<file path="config.mk">
export PLATFORM = sky130hd
export DESIGN_NAME = pc_unit
export DESIGN_NICKNAME = d
export VERILOG_FILES = /design/src/rtl/pc_pkg.sv /design/src/rtl/pc_unit_branch_cond.sv /design/src/rtl/pc_unit.sv
export SDC_FILE = /design/constraint.sdc
export NUM_CORES = 1
export LEC_CHECK = 0
export BUFFER_PORTS_ARGS = -buffer_cell sky130_fd_sc_hd__buf_2
export CORE_MARGIN = 2
export CORE_UTILIZATION = 50
export CTS_BUF_LIST = sky130_fd_sc_hd__clkbuf_8
export DETAILED_ROUTE_END_ITERATION = 6
export MAX_ROUTING_LAYER = met4
export PLACE_DENSITY_LB_ADDON = 0.05
export SLEW_MARGIN = 20
export SYNTH_ARGS = -nofsm -noshare
export SYNTH_HDL_FRONTEND = slang
export SYNTH_SLANG_ARGS = --single-unit
</file>
<file path="constraint.sdc">
create_clock -name clock -period 2.3 [get_ports clock]
set_clock_uncertainty 0.2 [all_clocks]
set_input_delay 0.46 -clock clock [delete_from_list [all_inputs] [get_ports clock]]
set_output_delay 0.46 -clock clock [all_outputs]
set_load 0.005 [all_outputs]
</file>
<file path="src/rtl/pc_pkg.sv">
// Shared encodings for the program-counter unit: branch types, hold FSM states,
// and the instruction size used for sequential fetch.
package pc_pkg;

   typedef enum logic [1:0] {
      BT_BEQ = 2'b00,
      BT_BNE = 2'b01,
      BT_BLT = 2'b10,
      BT_BGE = 2'b11
   } branch_type_e;

   typedef enum logic {
      ST_RUN  = 1'b0,
      ST_HOLD = 1'b1
   } state_e;

   localparam int unsigned INST_BYTES = 4;

endpackage : pc_pkg

</file>
<file path="src/rtl/pc_unit_branch_cond.sv">
// Combinational taken decode for conditional branches, driven by the ALU flags.
module branch_cond
   import pc_pkg::*;
(
   input  logic       branch_i,
   input  logic [1:0] branch_type_i,
   input  logic       zero_i,
   input  logic       negative_i,
   output logic       taken_o
);

   always_comb begin
      // NOTE: assign a default before any branching so no path leaves taken_o unassigned (no latch).
      taken_o = 1'b0;
      if (branch_i) begin
         case (branch_type_e'(branch_type_i))
            BT_BEQ:  taken_o = zero_i;
            BT_BNE:  taken_o = ~zero_i;
            BT_BLT:  taken_o = negative_i;
            BT_BGE:  taken_o = ~negative_i;
            default: taken_o = 1'b0;
         endcase
      end
   end

endmodule : branch_cond

</file>
<file path="src/rtl/pc_unit.sv">
// Fetch-address register with branches, jumps, trap entry/return and stall-held redirects.
// Optional macro PC_MISALIGN_TRAP_EN turns misaligned redirect targets into traps.
module pc_unit
   import pc_pkg::*;
#(
   parameter int unsigned     XLEN         = 32,
   parameter logic [XLEN-1:0] RESET_VECTOR = 32'h0000_0000,
   parameter logic [XLEN-1:0] TRAP_VECTOR  = 32'h0000_0100
) (
   input  logic            clock,
   input  logic            reset_n,
   input  logic            stall,
   input  logic            branch,
   input  logic [1:0]      branch_type,
   input  logic            zero,
   input  logic            negative,
   input  logic [XLEN-1:0] addr_result,
   input  logic            jump,
   input  logic            jump_reg,
   input  logic [XLEN-1:0] reg_target,
   input  logic            trap,
   input  logic            trap_return,
   output logic [XLEN-1:0] pc,
   output logic [XLEN-1:0] branch_base_addr,
   output logic [XLEN-1:0] epc,
   output logic            redirect,
   output logic            pending
`ifdef PC_MISALIGN_TRAP_EN
   ,
   output logic            misaligned
`endif
);

   localparam logic [XLEN-1:0] ALIGN_MASK = ~XLEN'(INST_BYTES - 1);

   logic [XLEN-1:0] pc_q, pc_d;
   logic [XLEN-1:0] epc_q, epc_d;
   logic [XLEN-1:0] hold_q, hold_d;
   state_e          state_q, state_d;
   logic            redirect_q, redirect_d;

   logic            taken;
   logic            req_valid;
   logic [XLEN-1:0] req_raw;
   logic [XLEN-1:0] req_target;
   logic            trap_take;

   branch_cond u_branch_cond (
      .branch_i      (branch),
      .branch_type_i (branch_type),
      .zero_i        (zero),
      .negative_i    (negative),
      .taken_o       (taken)
   );

   // Highest-priority non-trap redirect; trap itself is handled separately below.
   always_comb begin
      req_valid = trap_return | jump_reg | jump | taken;
      req_raw   = addr_result;
      if (trap_return) begin
         req_raw = epc_q;
      end else if (jump_reg) begin
         req_raw = reg_target;
      end
      req_target = req_raw & ALIGN_MASK;
   end

`ifdef PC_MISALIGN_TRAP_EN
   logic mis_fault;
   logic misaligned_q;

   assign mis_fault  = req_valid & (req_raw[1:0] != 2'b00) & ~trap;
   assign trap_take  = trap | mis_fault;
   assign misaligned = misaligned_q;

   always_ff @(posedge clock) begin
      if (!reset_n) begin
         misaligned_q <= 1'b0;
      end else begin
         misaligned_q <= mis_fault;
      end
   end
`else
   assign trap_take = trap;
`endif

   always_comb begin
      pc_d       = pc_q;
      epc_d      = epc_q;
      hold_d     = hold_q;
      state_d    = state_q;
      redirect_d = 1'b0;
      if (trap_take) begin
         epc_d      = pc_q;
         pc_d       = TRAP_VECTOR;
         state_d    = ST_RUN;
         redirect_d = 1'b1;
      end else if (stall) begin
         // Frozen fetch: remember the newest redirect so it survives the stall.
         if (req_valid) begin
            hold_d  = req_target;
            state_d = ST_HOLD;
         end
      end else if (req_valid) begin
         pc_d       = req_target;
         state_d    = ST_RUN;
         redirect_d = 1'b1;
      end else if (state_q == ST_HOLD) begin
         pc_d       = hold_q;
         state_d    = ST_RUN;
         redirect_d = 1'b1;
      end else begin
         pc_d = pc_q + XLEN'(INST_BYTES);
      end
   end

   // NOTE: sequential state uses non-blocking assignments; reset is synchronous, sampled on the clock edge.
   always_ff @(posedge clock) begin
      if (!reset_n) begin
         pc_q       <= RESET_VECTOR;
         epc_q      <= '0;
         hold_q     <= '0;
         state_q    <= ST_RUN;
         redirect_q <= 1'b0;
      end else begin
         pc_q       <= pc_d;
         epc_q      <= epc_d;
         hold_q     <= hold_d;
         state_q    <= state_d;
         redirect_q <= redirect_d;
      end
   end

   assign pc               = pc_q;
   assign branch_base_addr = pc_q;
   assign epc              = epc_q;
   assign redirect         = redirect_q;
   assign pending          = (state_q == ST_HOLD);

endmodule : pc_unit

</file>
==> out/qor.csv <==
stage,metric,value,unit
outcome,status,completed,
critical_path,cp-start-kind,register,
cells_and_area,syn2layout_area_growth,21.8,%
detailed_routing,drt-total-wl,15800,microns
floorplanning,die_w,109,microns
synthesis,synth-seq-cells,96,
cts,cts_tree,yes,
timing,tightest_slew,0.496,ns
cts,cts_setup_buffers,0,
critical_path,crit_path_end_kind,register,
floorplanning,rows,38,
synthesis,synthesis.area,5470,sq um
detailed_routing,dr.pass1.iters,4,
cells_and_area,nNetsFinal,918,
detailed_routing,drt_iter0_drc,261,
global_routing,grt_pass1_vias,4995,
timing,relSlewSlack,67.0,%
critical_path,crit_slowest_cell,and3_1,
critical_path,crit_family,simple AND/OR/NAND/NOR gates,
power_and_ir_drop,cellPowerDensity,492,nW/um^2
detailed_routing,remaining_drc_errors,0,
critical_path,critPathMaxStageDelay,0.37,ns
global_routing,grt_use_total,27.6,%
global_routing,antenna_found_initial,0,
cells_and_area,mostFrequentLayoutCell,buf_2,
cells_and_area,fillers,1013,
placement,port_buffers,169,
cts,insertion_delay,0.37,ns
synthesis,synth_edf_count,0,
detailed_routing,wl_per_cell,16.1,microns
synthesis,yosysWarnings,0,
cells_and_area,final_cell_mix,"buf_2, nand2_1, dfxtp_1",
placement,dp_cells,970,
timing,fmax,471,MHz
critical_path,arrival,2.18,ns
cts,clk_pin_slew,0.08,ns
synthesis,synthCells,689,
timing,finalSetupViolCount,0,
synthesis,ys_async_sr_fraction,0,%
floorplanning,die_area,11800,sq um
cells_and_area,drive_above_1_share,29.7,%
floorplanning,die_y,109,microns
cells_and_area,multiInputGateArea,3080,sq um
timing,hold_viol_final,0,
timing,hold_ws,0.259,ns
timing,post-route-period-util,92.3,%
placement,place.gp.congestion,0.931,
detailed_routing,via_per_inst,5.50,
critical_path,r2r_slack,0.18,ns
cts,htreeDepth,3,
detailed_routing,drt.antenna.violating_nets,0,
synthesis,syn_nets,766,
critical_path,crit_chain,ha_1 -> nand4_2 -> nor3_4 -> and3_1 -> a31oi_1 -> o31ai_1 -> a21oi_1,
cells_and_area,stdcell_count,983,
synthesis,synth-main-ff-cell,dfxtp_1,
floorplanning,initial_core_util,50.9,%
power_and_ir_drop,p_leak,2.99,nW
critical_path,crit_type,reg -> reg,
placement,postPlaceCellArea,6500,sq um
cts,ctsHoldBuffers,0,
cells_and_area,diodes,0,
synthesis,yosysSeqAreaShare,35.1,%
critical_path,path_buf_inv,0,
floorplanning,core,10700,sq um
timing,period_minus_slack,2.12,ns
critical_path,crit_required,2.36,ns
timing,maxSlewViolCount,0,
cells_and_area,stdcell_area,6670,sq um
cells_and_area,regArea,1920,sq um
placement,dp_hpwl,11200,microns
floorplanning,ios,174,
critical_path,endpoint,branch_base_addr[30],
timing,rsz0062_at_grt,false,
critical_path,r2r-start,branch_base_addr[2],
run,cap_violations,0,
critical_path,reg2reg_depth,7,
critical_path,cp.depth,7,
cts,root_buffer,clkbuf_8,
global_routing,grt_start_max_net_pins,47,
detailed_routing,vias,5402,
critical_path,path_max_fanout,7,
global_routing,grt_pass1_wl,24700,microns
global_routing,gr-total-overflow,0,
critical_path,crit_path_start,branch_base_addr[2],
synthesis,avgSynthCellArea,7.94,sq um
worst_hold_path,hold_class,reg -> reg,
cts,cts.path.max_buffers,2,
critical_path,reg2reg_to,branch_base_addr[30],
cts,numCtsBuffers,9,
synthesis,ys_types,57,
cts,cts.sinks,96,
power_and_ir_drop,ir_worst_vdd,0.351,mV
-- area by class of cell --
class	count	area share [%]
inverter	7	0.394
sequential	96	28.8
timing repair buffer	225	19.6
clock buffer	11	2.27
multi-input combinational	502	46.2
tap	140	2.63
clock inverter	2	0.131
-- how the worst min path moves through the flow --
stage	depth (start not counted)	end	slack, ns	from
finish	2	hold_q[25]	0.26	hold_q[25]
floorplan	2	hold_q[25]	0.24	hold_q[25]
global route	2	hold_q[11]	0.29	hold_q[11]
detailed placement	2	hold_q[25]	0.25	hold_q[25]
CTS	2	hold_q[25]	0.26	hold_q[25]
global placement	2	hold_q[25]	0.24	hold_q[25]
-- cell families (layout without fill, tap and decap cells) --
logic type	count (synthesis)	after routing	synth area share, %
simple gates	253	253	22.6
compound gates	173	173	19.5
flops	96	96	35.1
buf+inv	91	245	8.85
mux	70	70	12.9
xor+xnor	5	5	0.800
fa+ha+maj	1	1	0.229
-- synthesized netlist by cell type (4+ instances only) --
master	n	share of area [%]
a21boi_0	26	3.6
a21oi_1	41	3.7
a31oi_1	4	0.46
and2_1	7	0.80
and3_1	13	1.5
buf_1	5	0.34
buf_2	9	0.82
buf_4	33	4.5
clkbuf_1	36	2.5
dfxtp_1	96	35
inv_1	6	0.41
mux2i_1	67	12
nand2_1	123	8.4
nand3_1	14	1.3
nor2_1	28	1.9
nor2b_1	37	4.2
nor3_1	9	0.82
nor4_1	5	0.57
o211ai_1	8	1.1
o21ai_0	61	5.6
o22ai_1	5	0.57
o31ai_1	4	0.55
-- per-layer routing --
layer  track usage (%)  wire length, microns
met4              11.4                   224
met2              43.1                  7330
met1              35.9                  7250
met3              3.95                   967
met5                 -                     0
-- registers in the layout (all words and copies together) (netlist names) --
| signal | cells |
|---|---|
| branch_base_addr | 32 |
| epc | 32 |
| hold_q | 30 |
| pending | 1 |
| redirect | 1 |
-- worst reg2reg max path, cell delays in order (launching register included) --
cell,delay [ns]
dfxtp_1,0.35
ha_1,0.25
nand4_2,0.19
nor3_4,0.25
and3_1,0.37
a31oi_1,0.14
o31ai_1,0.22
a21oi_1,0.06
-- power by group --
part	internal, mW	switching, mW	leakage, nW
logic	0.249	0.298	2.12
clock network	0.430	0.566	0.0883
registers	1.70	0.0310	0.778
total	2.38	0.895	2.99
-- through the flow --
step | worst slack, ns | TNS, ns | utilization (%) | total power, mW
4_1_cts | 0.0797 | 0 | 62.0 | 3.30
3_5_place_dp | -0.124 | -2.26 | 60.5 | 2.32
5_1_grt | 0.0393 | 0 | 62.0 | 3.42
2_1_floorplan | 0.0913 | 0 | - | 2.10
3_3_place_gp | -0.0496 | -0.494 | 60.5 | 2.31
6_report | 0.177 | 0 | 62.0 | 3.28
-- what timing repair did --
item / CTS / global route
endpoints found under the hold margin: 0 / 0
setup endpoints to repair: 0 / 7
resized for setup: 0 / 2
No activity file was read; power rests on OpenSTA's default activity.
